**src/rtl/hamming_bit_serializer_pkg.sv**
```systemverilog
// Shared types and defaults for the bit-serial Hamming feeder.
// Used by hamming_bit_serializer (optional feature macro: HAMMING_SER_PARITY_EN).
package hamming_pkg;

  typedef enum logic [1:0] {
    IDLE = 2'd0,
    CLR  = 2'd1,
    RUN  = 2'd2,
    DONE = 2'd3
  } ser_state_t;

  localparam int unsigned N_BITS_DEF = 16000;
  localparam int unsigned WORD_W_DEF = 32;
  localparam int unsigned CNT_W_DEF  = 14;

  // Number of bits needed to hold values 0..value-1.
  function automatic int unsigned clog2(input longint unsigned value);
    int unsigned res;
    res = 0;
    for (int i = 0; i < 64; i++) begin
      if ((64'd1 << i) < value) begin
        res = 32'(i + 1);
      end else begin
        res = res;
      end
    end
    return res;
  endfunction

endpackage

```
**src/rtl/hamming_bit_serializer_word_buf.sv**
```systemverilog
// One-entry fall-through skid buffer for garbler/evaluator word pairs.
// Input words pass straight through when the consumer is ready and the entry is empty.
module hamming_word_buf #(
  parameter int unsigned DATA_W = 64
) (
  input  logic              clk_i,
  input  logic              rst_ni,
  input  logic              en_i,
  input  logic              flush_i,
  input  logic              in_valid_i,
  output logic              in_ready_o,
  input  logic [DATA_W-1:0] in_data_i,
  output logic              out_valid_o,
  input  logic              out_ready_i,
  output logic [DATA_W-1:0] out_data_o
);

  logic              full_q, full_d;
  logic [DATA_W-1:0] data_q, data_d;
  logic              accept_s;

  assign in_ready_o  = en_i & (~full_q | out_ready_i);
  assign accept_s    = in_valid_i & in_ready_o;
  assign out_valid_o = full_q | (en_i & in_valid_i);
  assign out_data_o  = full_q ? data_q : in_data_i;

  // Entry occupancy: refill while draining, capture only when the word cannot bypass.
  always_comb begin
    full_d = full_q;
    data_d = data_q;
    if (flush_i) begin
      full_d = 1'b0;
    end else if (full_q) begin
      if (out_ready_i) begin
        full_d = accept_s;
        data_d = in_data_i;
      end else begin
        full_d = 1'b1;
      end
    end else if (accept_s && !out_ready_i) begin
      full_d = 1'b1;
      data_d = in_data_i;
    end else begin
      full_d = 1'b0;
    end
  end

  // Entry registers.
  always_ff @(posedge clk_i or negedge rst_ni) begin
    if (!rst_ni) begin
      full_q <= 1'b0;
      data_q <= '0;
    end else begin
      full_q <= full_d;
      data_q <= data_d;
    end
  end

endmodule

```
**src/rtl/hamming_bit_serializer.sv**
```systemverilog
// Word-to-bit serializer feeding the bit-serial Hamming distance core, one bit pair per clock.
// Define HAMMING_SER_PARITY_EN to add the running parity output.
module hamming_bit_serializer
  import hamming_pkg::*;
#(
  parameter int unsigned N_BITS = N_BITS_DEF,
  parameter int unsigned WORD_W = WORD_W_DEF,
  parameter int unsigned CNT_W  = CNT_W_DEF
) (
  input  logic              clk_i,
  input  logic              rst_ni,
  input  logic              start_i,
  input  logic              in_valid_i,
  output logic              in_ready_o,
  input  logic [WORD_W-1:0] g_word_i,
  input  logic [WORD_W-1:0] e_word_i,
  output logic              core_clr_o,
  output logic              g_bit_o,
  output logic              e_bit_o,
  output logic              bit_valid_o,
  output logic [CNT_W-1:0]  bit_cnt_o,
  output logic              frame_done_o
`ifdef HAMMING_SER_PARITY_EN
  ,
  output logic              parity_o
`endif
);

  localparam int unsigned N_WORDS = (N_BITS + WORD_W - 1) / WORD_W;
  localparam int unsigned SH_W    = clog2(WORD_W + 1);
  localparam logic [CNT_W-1:0] LAST_BIT  = CNT_W'(N_BITS - 1);
  localparam logic [CNT_W-1:0] WORDS_MAX = CNT_W'(N_WORDS);
  localparam logic [SH_W-1:0]  SH_FULL   = SH_W'(WORD_W);

  if (clog2(N_BITS + 1) > CNT_W) begin : g_cnt_w_check
    $error("CNT_W too narrow: 2**CNT_W must exceed N_BITS");
  end
  if (WORD_W < 1 || WORD_W > 64) begin : g_word_w_check
    $error("WORD_W must be in 1..64");
  end

  ser_state_t state_q, state_d;
  logic [WORD_W-1:0] g_sh_q, g_sh_d, e_sh_q, e_sh_d;
  logic [SH_W-1:0]   sh_cnt_q, sh_cnt_d;
  logic [CNT_W-1:0]  bit_cnt_q, bit_cnt_d, words_q, words_d;
  logic core_clr_q, core_clr_d, bit_valid_q, bit_valid_d, frame_done_q, frame_done_d;
  logic run_ph_s, emit_s, finish_s, sh_need_s, buf_en_s, buf_ready_s, buf_valid_s, load_s, accept_s;
  logic [2*WORD_W-1:0] buf_data_s;

  assign run_ph_s    = (state_q == CLR) || (state_q == RUN);
  assign emit_s      = (state_q == RUN) && (sh_cnt_q != '0);
  assign finish_s    = emit_s && (bit_cnt_q == LAST_BIT);
  assign sh_need_s   = (sh_cnt_q == '0) || (emit_s && (sh_cnt_q == SH_W'(1'b1)));
  // Stop taking words once the frame has all it needs, so surplus words stay upstream.
  assign buf_en_s    = run_ph_s && (words_q < WORDS_MAX) && !finish_s;
  assign buf_ready_s = run_ph_s && sh_need_s && !finish_s;
  assign load_s      = buf_ready_s && buf_valid_s;
  assign accept_s    = in_valid_i && in_ready_o;

  hamming_word_buf #(.DATA_W(2 * WORD_W)) u_word_buf (
    .clk_i       (clk_i),
    .rst_ni      (rst_ni),
    .en_i        (buf_en_s),
    .flush_i     (finish_s),
    .in_valid_i  (in_valid_i),
    .in_ready_o  (in_ready_o),
    .in_data_i   ({e_word_i, g_word_i}),
    .out_valid_o (buf_valid_s),
    .out_ready_i (buf_ready_s),
    .out_data_o  (buf_data_s)
  );

  // FSM state register.
  always_ff @(posedge clk_i or negedge rst_ni) begin
    if (!rst_ni) state_q <= IDLE;
    else         state_q <= state_d;
  end

  // FSM next-state logic.
  always_comb begin
    state_d = state_q;
    case (state_q)
      IDLE:    if (start_i) state_d = CLR;  else state_d = IDLE;
      CLR:     state_d = RUN;
      RUN:     if (finish_s) state_d = DONE; else state_d = RUN;
      DONE:    if (start_i) state_d = CLR;  else state_d = DONE;
      default: state_d = IDLE;
    endcase
  end

  // FSM outputs and datapath next values; counters clear on the way into CLR.
  always_comb begin
    g_sh_d    = g_sh_q;
    e_sh_d    = e_sh_q;
    sh_cnt_d  = sh_cnt_q;
    bit_cnt_d = bit_cnt_q;
    words_d   = words_q;
    if (finish_s) begin
      g_sh_d   = '0;
      e_sh_d   = '0;
      sh_cnt_d = '0;
    end else if (load_s) begin
      g_sh_d   = buf_data_s[WORD_W-1:0];
      e_sh_d   = buf_data_s[2*WORD_W-1:WORD_W];
      sh_cnt_d = SH_FULL;
    end else if (emit_s) begin
      g_sh_d   = g_sh_q >> 1;
      e_sh_d   = e_sh_q >> 1;
      sh_cnt_d = sh_cnt_q - SH_W'(1'b1);
    end else begin
      sh_cnt_d = sh_cnt_q;
    end
    if (state_d == CLR) begin
      bit_cnt_d = '0;
      words_d   = '0;
    end else begin
      if (emit_s) bit_cnt_d = bit_cnt_q + CNT_W'(1'b1);
      else        bit_cnt_d = bit_cnt_q;
      if (accept_s) words_d = words_q + CNT_W'(1'b1);
      else          words_d = words_q;
    end
    core_clr_d   = (state_d == CLR);
    frame_done_d = (state_d == DONE);
    bit_valid_d  = (sh_cnt_d != '0);
  end

  // Datapath and output registers.
  always_ff @(posedge clk_i or negedge rst_ni) begin
    if (!rst_ni) begin
      g_sh_q       <= '0;
      e_sh_q       <= '0;
      sh_cnt_q     <= '0;
      bit_cnt_q    <= '0;
      words_q      <= '0;
      core_clr_q   <= 1'b0;
      bit_valid_q  <= 1'b0;
      frame_done_q <= 1'b0;
    end else begin
      g_sh_q       <= g_sh_d;
      e_sh_q       <= e_sh_d;
      sh_cnt_q     <= sh_cnt_d;
      bit_cnt_q    <= bit_cnt_d;
      words_q      <= words_d;
      core_clr_q   <= core_clr_d;
      bit_valid_q  <= bit_valid_d;
      frame_done_q <= frame_done_d;
    end
  end

  // The shift register empties to zero, so its LSBs double as the idle-safe bit outputs.
  assign g_bit_o      = g_sh_q[0];
  assign e_bit_o      = e_sh_q[0];
  assign bit_valid_o  = bit_valid_q;
  assign bit_cnt_o    = bit_cnt_q;
  assign core_clr_o   = core_clr_q;
  assign frame_done_o = frame_done_q;

`ifdef HAMMING_SER_PARITY_EN
  logic parity_q, parity_d;

  // Running parity of the frame's Hamming count.
  always_comb begin
    if (state_d == CLR) parity_d = 1'b0;
    else if (emit_s)    parity_d = parity_q ^ g_sh_q[0] ^ e_sh_q[0];
    else                parity_d = parity_q;
  end

  // Parity register.
  always_ff @(posedge clk_i or negedge rst_ni) begin
    if (!rst_ni) parity_q <= 1'b0;
    else         parity_q <= parity_d;
  end

  assign parity_o = parity_q;
`endif

endmodule
```
**config.mk**
```make
export PLATFORM = sky130hd
export DESIGN_NAME = hamming_bit_serializer
export DESIGN_NICKNAME = d
export VERILOG_FILES = /design/src/rtl/hamming_bit_serializer_pkg.sv /design/src/rtl/hamming_bit_serializer_word_buf.sv /design/src/rtl/hamming_bit_serializer.sv
export SDC_FILE = /design/constraint.sdc
export NUM_CORES = 1
export LEC_CHECK = 0
export ABC_CLOCK_PERIOD_IN_PS = 4000
export CORE_MARGIN = 1.5
export CORE_UTILIZATION = 61
export CTS_CLUSTER_SIZE = 10
export DETAILED_ROUTE_END_ITERATION = 10
export GPL_TIMING_DRIVEN = 0
export PLACE_DENSITY = 0.86
export SKIP_CTS_REPAIR_TIMING = 1
export SYNTH_ARGS = -nofsm -noshare
export SYNTH_HDL_FRONTEND = slang
export SYNTH_SLANG_ARGS = --single-unit
```
**constraint.sdc**
```tcl
create_clock -name clk_i -period 4 [get_ports clk_i]
set_input_delay 1 -clock clk_i [delete_from_list [all_inputs] [get_ports clk_i]]
set_output_delay 1 -clock clk_i [all_outputs]
set_load 0.01 [all_outputs]
```
Word level (Yosys, flattened, before mapping)
Index checks and enable logic that the tools add are counted.

word-level totals
  bits in registers = 168
  input bits = 68
  output and inout bits = 20
  logic and storage cells = 78

operators by class
  $add $sub $neg = 3
  magnitude comparators = 1
  equality and inequality tests = 8
  multiplexer cells = 25
  bitwise operators = 7
  reduce and logical (&&, ||, !) cells = 23

operators with widths
  operator                                                               count
  64-bit two-way mux                                                     4
  32-bit two-way mux                                                     6
  14-bit two-way mux                                                     4
  14-bit by 1-bit adder with 14-bit output, second input constant        2
  6-bit two-way mux                                                      3
  14-bit equality test, second input constant                            1
  14-bit by 9-bit < comparator with 1-bit output, second input constant  1
  6-bit nonzero test                                                     2
  1-bit logical AND                                                      10
  2-bit one-hot mux with 4 select lines                                  1
  2-bit equality test, second input constant                             3
  6-bit by 1-bit equality test with 1-bit output, second input constant  1
  6-bit zero test                                                        1
  1-bit two-way mux                                                      6
  2-bit nonzero test                                                     3
  6-bit by 1-bit subtractor with 6-bit output, second input constant     1
  2-bit by 1-bit equality test with 1-bit output, second input constant  2
  1-bit AND                                                              3
  3-bit AND reduction                                                    1
  3-bit nonzero test                                                     1
  1-bit zero test                                                        2
  2-bit zero test                                                        1
  1-bit logical OR                                                       2
  2-bit two-way mux                                                      1
  3 further kinds                                                        5

Logic depth before layout (Yosys ltp)
Gate-level depths: netlist of run 1.

  depth after elaboration = 13
  gate-level depth with buffers = 9
  mapped depth without buffers = 7

Cells and area by module
From an unflattened synthesis of run 1, not the netlist that was laid out.

second synthesis, totals
  cell total of the unflattened synthesis = 802
  area total of the unflattened synthesis = 9,176.3 µm²

by module, submodules not included
  module                  instances  cells an instance  area an instance (µm²)  seq. area each (µm²)
  hamming_bit_serializer  1          587                5,889.4                 2,577.5
  hamming_word_buf        1          215                3,286.9                 1,626.6

Least setup slack after synthesis of run 1
OpenSTA, ideal clock, no wires.

  path type = input -> register
  start point = input in_valid_i
  end point = register u_word_buf.data_q[53]
  library setup time = 0.125 ns
  arrival time = 2.706 ns
  required time = 3.875 ns
  path slack = 1.169 ns
  stages on the path = 6
  path buffers = 1
  cells stage by stage = or3b_2 a211oi_4 nand3_1 a21oi_4 buf_4 mux2_2

between the ends
  longest elaborated chain between the ends = 4

ends and longest elaborated chain
  element                        line                                   RTL
  from (decl)                    hamming_bit_serializer.sv:13           input logic in_valid_i,
  1-bit AND                      hamming_bit_serializer_word_buf.sv:23  assign accept_s = in_valid_i & in_ready_o;
  1-bit logical AND              hamming_bit_serializer_word_buf.sv:40  end else if (accept_s && !out_ready_i) begin
  2-bit nonzero test (no line)   --
  3-bit AND reduction (no line)  --
  to (signal assigned)           hamming_bit_serializer_word_buf.sv:55  data_q <= data_d;
  to (decl)                      hamming_bit_serializer_word_buf.sv:19  logic [DATA_W-1:0] data_q, data_d;

Every way passes these cells.
A chain may end at the register's enable or synchronous reset.

Worst setup path after layout of run 1
  start point = register state_q[1]
  end point = output in_ready_o

between the ends
  longest elaborated chain between the ends = 8
  elaborated cells on any way between the ends = 14
  classes of those cells = eq/ne: 2; bitwise: 2; reduce/logical: 10

ends and longest elaborated chain
  element                         line                                                        RTL
  from (decl)                     hamming_bit_serializer.sv:42                                ser_state_t state_q, state_d;
  from (signal assigned)          hamming_bit_serializer.sv:76                                else state_q <= state_d;
  2-bit equality test             hamming_bit_serializer.sv:50, hamming_bit_serializer.sv:51
  1-bit logical AND               hamming_bit_serializer.sv:51                                assign emit_s = (state_q == RUN) && (sh_cnt_q != '0);
  1-bit logical AND               hamming_bit_serializer.sv:53                                assign sh_need_s = (sh_cnt_q == '0) || (emit_s && (sh_cnt_q == SH_W'(1'b1)));
  1-bit logical OR                hamming_bit_serializer.sv:53
  1-bit logical AND (2 in a row)  hamming_bit_serializer.sv:56                                assign buf_ready_s = run_ph_s && sh_need_s && !finish_s;
  1-bit bitwise OR                hamming_bit_serializer_word_buf.sv:22                       assign in_ready_o = en_i & (~full_q | out_ready_i);
  1-bit AND (*)                   hamming_bit_serializer_word_buf.sv:22
  to (decl)                       hamming_bit_serializer.sv:14                                output logic in_ready_o,

Mark *: on every way between the ends. The rest lies on a longest branch, timed or not.

==> run_results.csv, run 1 <==
group,metric,value,unit
detailed_routing,drc,0,
sta,drv_slew,0,
global_routing,grt-ovfl-total,0,
pwr,power.density_cell_area,678.7,nW/µm²
synthesis,xor_xnor_share_of_the_synthesized_area,0.02031,
floorplanning,placement_rows,41,
sta,rsz_0062_raised_after_global_routing,"false",
floorplanning,floorplan.die.width,115.8,µm
global_routing,gr-usage-met2,0.4706,
place,gp_routability_congestion,0.8057,
synthesis,synthesis.area,7764,µm²
sta,setup_viol,0,
global_routing,grt_first_pass_wirelength,28.03,mm
floorplanning,die_area,13410,µm²
synthesis,synth_cell_types,52,
layout,final_layout_size_suffix_gt1_frac,0.1204,
pwr,p_leak,0.004556,µW
critical_path,critical-path-slowest-cell,"clkdlybuf4s50_1",
sta,fin_tns_setup,0,ps
detailed_routing,drt_pass1_iterations,5,
global_routing,antenna_found_initial,0,
sta,whs,484.0,ps
critical_path,path_class,"reg2out",
synthesis,post_synth_and_or_nand_nor_area_fraction,0.09992,
sta,relSlewSlack,0.1892,
synthesis,synth.area.mux_share,0.1792,
global_routing,via_count_of_the_first_global_routing_pass,5694,
sta,clock.fmax,0.2636,GHz
clock_tree,ctsRootBufferMaster,"clkbuf_16",
critical_path,timing.critical_path.required,3000,ps
synthesis,synthesis.instances,636,
place,place.detailed.instances,896,
layout,layout-area-overhead-vs-synth,21.35,%
synthesis,synth_adder_area_share,0.01128,
layout,final_nets,818,
sta,worstMarginPinSlew,1203,ps
detailed_routing,viasPerCell,6.006,
floorplanning,io_pins,88,
sta,post-route-min-period,3793,ps
critical_path,timing.critical_path.from_type,"register",
clock_tree,cts.reportedPaths.clkPinSlew,60,ps
sta,final.period_utilization,0.9483,
sta,finalHoldViolations,0,
global_routing,use_met1,0.3466,
run_status,result_of_the_run,"finished clean",
critical_path,critical_path.top_delay_family,"simple AND/OR/NAND/NOR gates",
clock_tree,cts_tree,"built",
synthesis,synth_area_per_cell,12.21,µm²
worst_hold_path,min-delay-path-class,"reg2reg",
sta,fin_skew,13.38,ps
clock_tree,clock_path_buffers,2,
detailed_routing,drt-wirelength-per-cell,18.33,µm
layout,final-instance-count-excl-fill,928,
synthesis,synth_seq_cells,168,
detailed_routing,drt_wl_total,17.01,mm
floorplanning,chipHeight,115.8,µm
clock_tree,h-tree-depth,4,
synthesis,post_synth_edffs,0,
place,hpwl_reported_at_the_end_of_detailed_placement,11.73,mm
pwr,irDropWorstVdd,0.4331,mV
floorplanning,core_area,12520,µm²
critical_path,max_stage_delay,530,ps
synthesis,main_combinational_cell_family_by_area_after_synthesis,"multiplexers",
layout,number_of_fill_cells_in_the_layout,869,
clock_tree,clkSinkCount,168,
run,drv_cap,0,
global_routing,globalRouteMet3Util,0.05596,
floorplanning,start_util,0.6203,
synthesis,synth_compound_gate_area_share,0.1196,
clock_tree,clock_latency,430,ps
detailed_routing,drt_iter0_markers,418,
critical_path,path_max_fanout,4,
global_routing,global_route.usage.total,0.2737,
detailed_routing,drt.antenna.violating_nets,0,
synthesis,ys_dominant_reg_cell,"dfrtp_1",
critical_path,worstPathBufferInverterCount,2,
global_routing,grt_start_max_net_pins,97,
layout,antennaDiodeCount,0,
synthesis,syn_nets,711,
critical_path,cp_cell_sequence,"inv_1 > ha_1 > or4b_4 > a2111oi_0 > and3_1 > clkdlybuf4s50_1",
synthesis,synthesis.yosys.warnings,0,
clock_tree,number_of_buffers_created_by_cts,17,
global_routing,grt.busiest_layer,"met2",
place,io_buffers,87,
detailed_routing,via_count,5574,
synthesis,share_of_synthesized_registers_carrying_an_async_set_or_reset,1.000,
critical_path,critical_path_arrival,2790,ps
synthesis,synth.yosys.seq_area_share,0.5415,
critical_path,cp-end-kind,"primary output",
==> worst register-to-register path: stages (launching register included) <==
cell and delay [ps]:
dfrtp_1 370, inv_1 80, ha_1 340, or4b_4 510
a211oi_4 430, nand3_1 200, a21oi_4 390, buf_4 280
mux2_1 360
==> per-stage QoR <==
| step | area [µm²] | util | worst slack [ps] | total power, µW |
|---|---|---|---|---|
| final | 9422 | 0.7527 | 206.9 | 6394 |
| after global routing | 9422 | 0.7527 | 108.6 | 6768 |
| after CTS | 9422 | 0.7527 | 179.8 | 6427 |
| after detailed placement | 8882 | 0.7096 | 376.6 | 4883 |
| after global placement | 8850 | 0.7070 | -4523 | 4723 |
| after floorplan | 7764 | - | 1169 | 4209 |
==> cells in the final DEF, fill, tap and decap left out, types with 4 or more instances in the layout <==
master,instances
clkdlybuf4s50_1,86
a211o_1,7
mux2_1,36
xnor2_1,9
buf_2,13
o21ai_0,6
nand2_1,14
clkbuf_8,4
nor2_1,92
clkbuf_16,17
xor2_1,9
mux2i_1,67
mux2_2,28
a21oi_1,11
and3_1,15
a221o_1,55
clkinv_2,4
buf_4,7
dfrtp_1,168
ha_1,7
nor3_1,5
inv_1,9
nand3_1,11
nor2b_1,6
clkbuf_1,22
==> report_power, final <==
part	total [µW]	switching, µW	internal, µW	leakage (µW)
clock	1500	647	857	0.000263
sequential	2840	458	2380	0.00210
combinational	2050	957	1100	0.00219
total	6390	2060	4330	0.00456
==> synthesized netlist by cell type (all sizes together), types with 11 or more instances <==
library cell	count	area [µm²]
a21oi	12	71.32
a221o	55	550.5
and3	15	93.84
buf	20	117.6
clkbuf	18	67.56
dfrtp	168	4204
mux2	64	720.7
mux2i	67	670.6
nand2	14	52.55
nand3	11	55.05
nor2	93	351.6
==> cells by family (layout without fill, tap and decap cells) <==
family,after synthesis,in the layout
adder cells (fa/ha/maj),7,7
AO/OA/AOI/OAI,103,103
flip-flops,168,168
XOR/XNOR,18,18
buffers and inverters,47,167
multiplexers,131,131
AND/OR/NAND/NOR,162,162
==> layout make-up <==
class,count,area (µm²),area share
buffer,38,185.2,0.01965
sequential,168,4204,0.4462
timing repair buffer,88,903.4,0.09588
tap,172,215.2,0.02284
inverter,9,33.78,0.003586
clock inverter,7,43.79,0.004648
clock buffer,25,495.5,0.05259
multi-input combinational,421,3341,0.3546
==> path summary, 6_finish.rpt <==
kind | from | end | slack (ps) | cells past startpoint
worst min register to register | u_word_buf.data_q[8] | u_word_buf.data_q[8] | 480 | 1
max in group asynchronous | rst_ni | u_word_buf.data_q[19] | 2620 | 2
worst max register to register | state_q[1] | u_word_buf.data_q[22] | 920 | 8
worst min-delay path | u_word_buf.data_q[8] | u_word_buf.data_q[8] | 480 | 1
worst max-delay path | state_q[1] | in_ready_o | 210 | 6
min in group asynchronous | rst_ni | e_sh_q[14] | 530 | 1
==> metal layers <==
metal | up-vias | wire length [µm]
met5 | - | 0
met3 | 24 | 708
met2 | 158 | 8851
li1 | 2557 | -
met1 | 2835 | 7155
met4 | 0 | 297
==> state kept, by name, indices dropped and copies added (netlist names) <==
| register | flops |
|---|---|
| u_word_buf.data_q | 64 |
| core_clr_o | 1 |
| frame_done_o | 1 |
| g_sh_q | 32 |
| bit_cnt_o | 14 |
| words_q | 14 |
| state_q | 2 |
| bit_valid_o | 1 |
| u_word_buf.full_q | 1 |
| sh_cnt_q | 6 |
| e_sh_q | 32 |
Power figures use the tool's default switching activity.
==> run 2, diff against run 1 <==
- SLEW_MARGIN: not set -> 0
==> results of run 2 <==
The final DEF is identical to that of run 1; final timing and power are the same.
